`src/rtl/dcache_req_adapter.sv`:
```
// dcache_req_adapter
//
// Turns a simple valid/ready load/store request into the split handshake
// used by the data cache. The index and write fields go out first,
// together with data_req_o. Once the cache grants, the tag is sent one
// cycle later with tag_valid_o. A read then waits for data_rvalid_i and
// returns the data to the requester for a single cycle. Only one request
// can be outstanding at a time.
//
// kill_i can abort the outstanding request at any point:
//   - before the grant, the request is dropped with no cache activity;
//   - at or after the grant, kill_req_o is raised in the tag cycle;
//   - after the tag, any read data still in flight is drained silently.
//
// Ports
//   clk, rst                  rising-edge clock, synchronous active-high reset
//   req_valid_i/req_ready_o   upstream request handshake
//   req_addr_i                byte address: [INDEX_W-1:0] index, rest is the tag
//   req_we_i/be_i/wdata_i     write enable, byte enables, write data
//   kill_i                    abort the outstanding request
//   resp_valid_o/rdata_o      one-cycle read response
//   address_index_o/tag_o     cache index (request phase) and tag (tag phase)
//   data_wdata_o/we_o/be_o    write fields presented with the request
//   data_req_o/data_gnt_i     cache request handshake
//   tag_valid_o/kill_req_o    tag strobe and abort indication to the cache
//   data_rvalid_i/rdata_i     cache read return
module dcache_req_adapter #(
    parameter int INDEX_W = 12,
    parameter int TAG_W   = 44
) (
    input  logic                     clk,
    input  logic                     rst,
    input  logic                     req_valid_i,
    output logic                     req_ready_o,
    input  logic [INDEX_W+TAG_W-1:0] req_addr_i,
    input  logic                     req_we_i,
    input  logic [7:0]               req_be_i,
    input  logic [63:0]              req_wdata_i,
    input  logic                     kill_i,
    output logic                     resp_valid_o,
    output logic [63:0]              resp_rdata_o,
    output logic [INDEX_W-1:0]       address_index_o,
    output logic [TAG_W-1:0]         address_tag_o,
    output logic [63:0]              data_wdata_o,
    output logic                     data_we_o,
    output logic [7:0]               data_be_o,
    output logic                     data_req_o,
    input  logic                     data_gnt_i,
    output logic                     kill_req_o,
    output logic                     tag_valid_o,
    input  logic                     data_rvalid_i,
    input  logic [63:0]              data_rdata_i
);

    typedef enum logic [2:0] {
        IDLE,
        REQ,
        TAG,
        WAIT_R,
        DRAIN
    } state_t;

    state_t             r_state;
    logic [INDEX_W-1:0] r_index;
    logic [TAG_W-1:0]   r_tag;
    logic               r_we;
    logic [7:0]         r_be;
    logic [63:0]        r_wdata;
    logic [63:0]        r_rdata;
    logic               r_resp_valid;
    logic               r_kill_pend;

    logic               w_accept;
    logic               w_tag_killed;

    // Ready is gated by rst so that nothing is offered while reset is held,
    // even in the first reset cycle before the state has been forced.
    assign req_ready_o  = (r_state == IDLE) & ~kill_i & ~rst;
    assign w_accept     = req_valid_i & req_ready_o;

    // A kill seen together with the grant is remembered in r_kill_pend
    // and reported in the tag cycle alongside any fresh kill_i.
    assign w_tag_killed = kill_i | r_kill_pend;

    assign data_req_o   = (r_state == REQ);
    assign tag_valid_o  = (r_state == TAG);
    assign kill_req_o   = (r_state == TAG) & w_tag_killed;

    // Address and data fields always show the registered values so they
    // stay stable across grant stalls and hold after the transaction ends.
    assign address_index_o = r_index;
    assign address_tag_o   = r_tag;
    assign data_wdata_o    = r_wdata;
    assign data_we_o       = r_we;
    assign data_be_o       = r_be;
    assign resp_valid_o    = r_resp_valid;
    assign resp_rdata_o    = r_rdata;

    // Request sequencing. The read response is a registered one-cycle
    // pulse raised on the same edge that returns the FSM to IDLE, so a
    // new request can already be taken while the response is visible.
    always_ff @(posedge clk) begin
        if (rst) begin
            r_state      <= IDLE;
            r_index      <= '0;
            r_tag        <= '0;
            r_we         <= 1'b0;
            r_be         <= '0;
            r_wdata      <= '0;
            r_rdata      <= '0;
            r_resp_valid <= 1'b0;
            r_kill_pend  <= 1'b0;
        end else begin
            r_resp_valid <= 1'b0;
            case (r_state)
                IDLE: begin
                    r_kill_pend <= 1'b0;
                    if (w_accept) begin
                        r_index <= req_addr_i[INDEX_W-1:0];
                        r_tag   <= req_addr_i[INDEX_W+TAG_W-1:INDEX_W];
                        r_we    <= req_we_i;
                        r_be    <= req_be_i;
                        r_wdata <= req_wdata_i;
                        r_state <= REQ;
                    end
                end
                REQ: begin
                    if (data_gnt_i) begin
                        r_kill_pend <= kill_i;
                        r_state     <= TAG;
                    end else if (kill_i) begin
                        r_state <= IDLE;
                    end
                end
                TAG: begin
                    // r_kill_pend only matters in this cycle, and every
                    // path out of here either reaches IDLE or no longer
                    // needs it.
                    r_kill_pend <= 1'b0;
                    if (w_tag_killed || r_we) begin
                        r_state <= IDLE;
                    end else if (data_rvalid_i) begin
                        r_rdata      <= data_rdata_i;
                        r_resp_valid <= 1'b1;
                        r_state      <= IDLE;
                    end else begin
                        r_state <= WAIT_R;
                    end
                end
                WAIT_R: begin
                    if (data_rvalid_i) begin
                        if (!kill_i) begin
                            r_rdata      <= data_rdata_i;
                            r_resp_valid <= 1'b1;
                        end
                        r_state <= IDLE;
                    end else if (kill_i) begin
                        r_state <= DRAIN;
                    end
                end
                DRAIN: begin
                    if (data_rvalid_i) begin
                        r_state <= IDLE;
                    end
                end
                default: begin
                    r_state <= IDLE;
                end
            endcase
        end
    end

endmodule

```
`config.mk`:
```
export PLATFORM = sky130hd
export DESIGN_NAME = dcache_req_adapter
export DESIGN_NICKNAME = d
export VERILOG_FILES = /design/src/rtl/dcache_req_adapter.sv
export SDC_FILE = /design/constraint.sdc
export NUM_CORES = 1
export LEC_CHECK = 0
export CAP_MARGIN = 20
export CORE_AREA = 4 4 151 153
export DETAILED_ROUTE_END_ITERATION = 6
export DIE_AREA = 0 0 155 157
export PLACE_DENSITY = 0.73
export SLEW_MARGIN = 30
export SYNTH_ARGS = -nofsm -noshare
export SYNTH_HDL_FRONTEND = slang
export SYNTH_SLANG_ARGS = --single-unit
```
`constraint.sdc`:
```
create_clock -name clk -period 1.43 [get_ports clk]
set_input_delay 0.143 -clock clk [delete_from_list [all_inputs] [get_ports clk]]
set_output_delay 0.143 -clock clk [all_outputs]
set_load 0.02 [all_outputs]
```
==> metrics.md <==
| Metric | Value |
|---|---|
| Register share of total power | `47.4%` |
| DIE AREA | `0.02434 mm²` |
| Syn Inst Count | `879` |
| Crit end category | `register` |
| Seq/Total Area, Yosys | `56.63%` |
| Drt initial violations | `361` |
| Part of the power in the clock network | `38.3%` |
| Max_slew headroom | `69.22%` |
| Layout cells sized above 1 | `21.73%` |
| Yosys reg bits | `198` |
| Sw Share | `26.03%` |
| Global route total overflow | `0` |
| Cell Chain, Critical Path | `buf_6 > nor3_4 > and3_4 > buf_12 > clkbuf_16 > nand2_1 > a21oi_1` |
| Initial DRT Pass Iterations | `5` |
| Critical path data required time | `1770 ps` |
| Final worst path period need | `1706 ps` |
| Post-synthesis compound-gate area fraction | `15.09%` |
| Max stage delay cell, worst path | `dfxtp_4` |
| Syn Area/Cell | `7.963 µm²` |
| Initial core utilization | `32.47%` |
| Crit path DAT | `2050 ps` |
| Post-Synth Simple-Gate Area | `22.58%` |
| Final #Nets | `1,516` |
| Clock root cell | `clkbuf_16` |
| Cells after DPL | `1,526` |
| Clk buf depth | `2` |
| EDFF count, synth | `0` |
| Clock slew at the register clock pins of the worst setup and hold paths | `70 ps` |
| Multiplexer share of the synthesized area | `0.1430%` |
| Synthesized area | `0.006999 mm²` |
| Peak supply drop | `740.4 µV` |
| Core Box Area | `0.02155 mm²` |
| Adder-cell share of the synthesized area | `0%` |
| WS Path Type | `reg2reg` |
| # port buffers | `396` |
| CTS tree | `yes` |
| Final cycle utilization of the critical path | `119.3%` |
| Max Cap Viol | `0` |
| Async set-reset flop share out of synthesis | `0%` |
| Sw Pwr | `3.136 mW` |
| Die span in y | `157 µm` |
| DR WL/cell | `18.50 µm` |
| Cell Area, Placed | `0.01143 mm²` |
| Gr usage total | `21.01%` |
| WL final | `29.82 mm` |
| Synth Area in XOR/XNOR | `0%` |
| DP HPWL | `18.00 mm` |
| Fillers | `1,819` |
| Routability cong. | `0.8151` |
| Vias in the first global route | `7,436` |
| Max Slew Vio Count | `0` |
| Area Overhead vs Synth | `92.15%` |
| CP delay by family, top | `simple AND/OR/NAND/NOR gates` |
| Register Area | `0.003975 mm²` |
| Initial antenna violation count | `0` |
| Ys Warns | `0` |
| Later-pin clock latency in the skew report | `430 ps` |
| Vias/cell | `4.860` |
| Hold slack final | `180.9 ps` |
| Clock sink count | `198` |
| Setup ws final | `-275.8 ps` |
| Vias | `7,835` |
| Internal power | `8.911 mW` |
| RSZ-0062 raised after global routing | `true` |
| Antenna viol nets, final | `0` |
| Combinational power share | `14.4%` |
| Critical path's largest stage delay | `350 ps` |
| Pre-CTS WS | `-295.3 ps` |
| Syn Nets | `1,078` |
| Largest net degree at the start of global routing | `90` |
| LEAKAGE | `5.789 nW` |
| H-tree levels | `4` |
| Fin Clk Skew | `16.30 ps` |
| Synth cell types | `30` |
| Crit path max fanout | `7` |
| Detailed-route DRC error count | `0` |
| Final setup violation count | `200` |
| DIE WIDTH | `155 µm` |
| Layout Cells excl Fill | `1,612` |
| Num CTS Buffers | `17` |
| Post-layout util | `62.40%` |
| CP Launch Type | `register` |
| Power per Cell Area | `895.7 mW/mm²` |
| Hold Crit Class | `in2reg` |
| I/O pin count | `397` |
| Multi-input logic area | `0.003442 mm²` |
| Global-route wire length before repair | `40.57 mm` |
| Top FF cell, synth | `dfxtp_1` |
| Status | `complete, but fails checks` |
| Worst Path Buf+Inv | `3` |
| Largest family of logic cells by synthesized area | `simple AND/OR/NAND/NOR gates` |
| Max Freq | `586.2 MHz` |
| Std-Cell Rows | `54` |
| Final Cell Area | `0.01345 mm²` |
| Failing checks | `negative setup slack` |
| Slew at the pin with the worst max-slew slack | `461.6 ps` |
| Hold Vio Cnt, Final | `0` |
==> per-stage QoR <==
step | power, mW | setup TNS (ps)
after floorplan | 6.380 | 0
after global placement | 7.334 | -29660
after detailed placement | 7.351 | -36370
after CTS | 11.93 | -14980
after global routing | 12.51 | -41980
final | 12.05 | -28290
==> sequential cells by signal, indices dropped and copies added, names as in the netlist <==
register	flops
resp_rdata_o	64
r_state	3
address_index_o	12
data_be_o	8
resp_valid_o	1
r_kill_pend	1
data_wdata_o	64
address_tag_o	44
data_we_o	1
==> metal layers <==
layer	global-route usage, %	routed length (µm)
met3	5.554	2284
met5	0	0
met1	24.17	10970
met2	36.94	15540
met4	8.957	1024
==> path summary, 6_finish.rpt <==
path,from,to,slack [ps],cells after the start
hold reg to reg,address_tag_o[13],address_tag_o[13],450,2
setup / recovery,r_state[1],address_tag_o[1],-280,7
setup reg to reg,r_state[1],address_tag_o[1],-280,7
hold / removal,rst,r_state[2],180,3
==> what timing repair did <==
| item | in CTS | in global routing |
|---|---|---|
| gates cloned | 12 | 14 |
| hold buffers | 0 | 0 |
| pin swaps | 42 | 83 |
| setup buffers | 26 | 11 |
| setup endpoints to repair | 380 | 201 |
| resized for setup | 322 | 162 |
==> cells in the final DEF, fill, tap and decap left out, drive strengths merged <==
| master | count |
|---|---|
| o2111a | 1 |
| buf | 85 |
| and3 | 2 |
| or4b | 1 |
| a211o | 1 |
| nor4b | 1 |
| nor3 | 4 |
| nor2 | 7 |
| a21oi | 195 |
| nand3 | 2 |
| o32a | 1 |
| o21ai | 2 |
| nor2b | 1 |
| dfxtp | 198 |
| a2111oi | 2 |
| or4 | 1 |
| clkinvlp | 4 |
| nand2b | 3 |
| clkinv | 4 |
| nand2 | 386 |
| dlygate4sd2 | 194 |
| o21a | 1 |
| clkdlybuf4s50 | 197 |
| inv | 5 |
| clkbuf | 29 |
| and2 | 1 |
| diode | 2 |
| mux2i | 1 |
| o2111ai | 1 |
==> cell type report <==
| type | instances | share of cell area, % |
|---|---|---|
| inverter | 1 | 0.02791 |
| multi-input combinational | 614 | 25.59 |
| timing repair buffer | 485 | 38.00 |
| tap | 280 | 2.605 |
| clock buffer | 20 | 3.321 |
| clock inverter | 12 | 0.8559 |
| sequential | 198 | 29.56 |
| antenna | 2 | 0.03721 |
==> cells by family after synthesis <==
logic type | count (synthesis)
multiplexers | 1
flip-flops | 198
buffers and inverters | 69
AO/OA/AOI/OAI | 204
AND/OR/NAND/NOR | 407
==> Yosys cell counts, drive strengths merged (2+ instances only) <==
library cell | instances | area share [%]
nand2b | 3 | 0.27
nor3 | 4 | 0.45
buf | 41 | 4.0
dfxtp | 198 | 57
nand2 | 386 | 21
a21oi | 195 | 14
o21ai | 2 | 0.14
nor2 | 7 | 0.38
a2111oi | 2 | 0.34
clkbuf | 27 | 1.5
==> power by group through the flow <==
stage	Sequential, mW	Clock (mW)	Combinational, mW
final	5.71	4.61	1.73
after CTS	5.71	4.72	1.50
after global routing	5.73	4.95	1.83
after detailed placement	5.84	0	1.51
after global placement	5.84	0	1.50
after floorplan	5.99	0	0.392
==> worst reg2reg max path, delay by kind of cell, from the launching register on <==
kind	cells	cell delay (ps)
flip-flops	1	350
AO/OA/AOI/OAI	1	180
buffers and inverters	3	440
AND/OR/NAND/NOR	3	660
No activity file was read; power rests on OpenSTA's default activity.
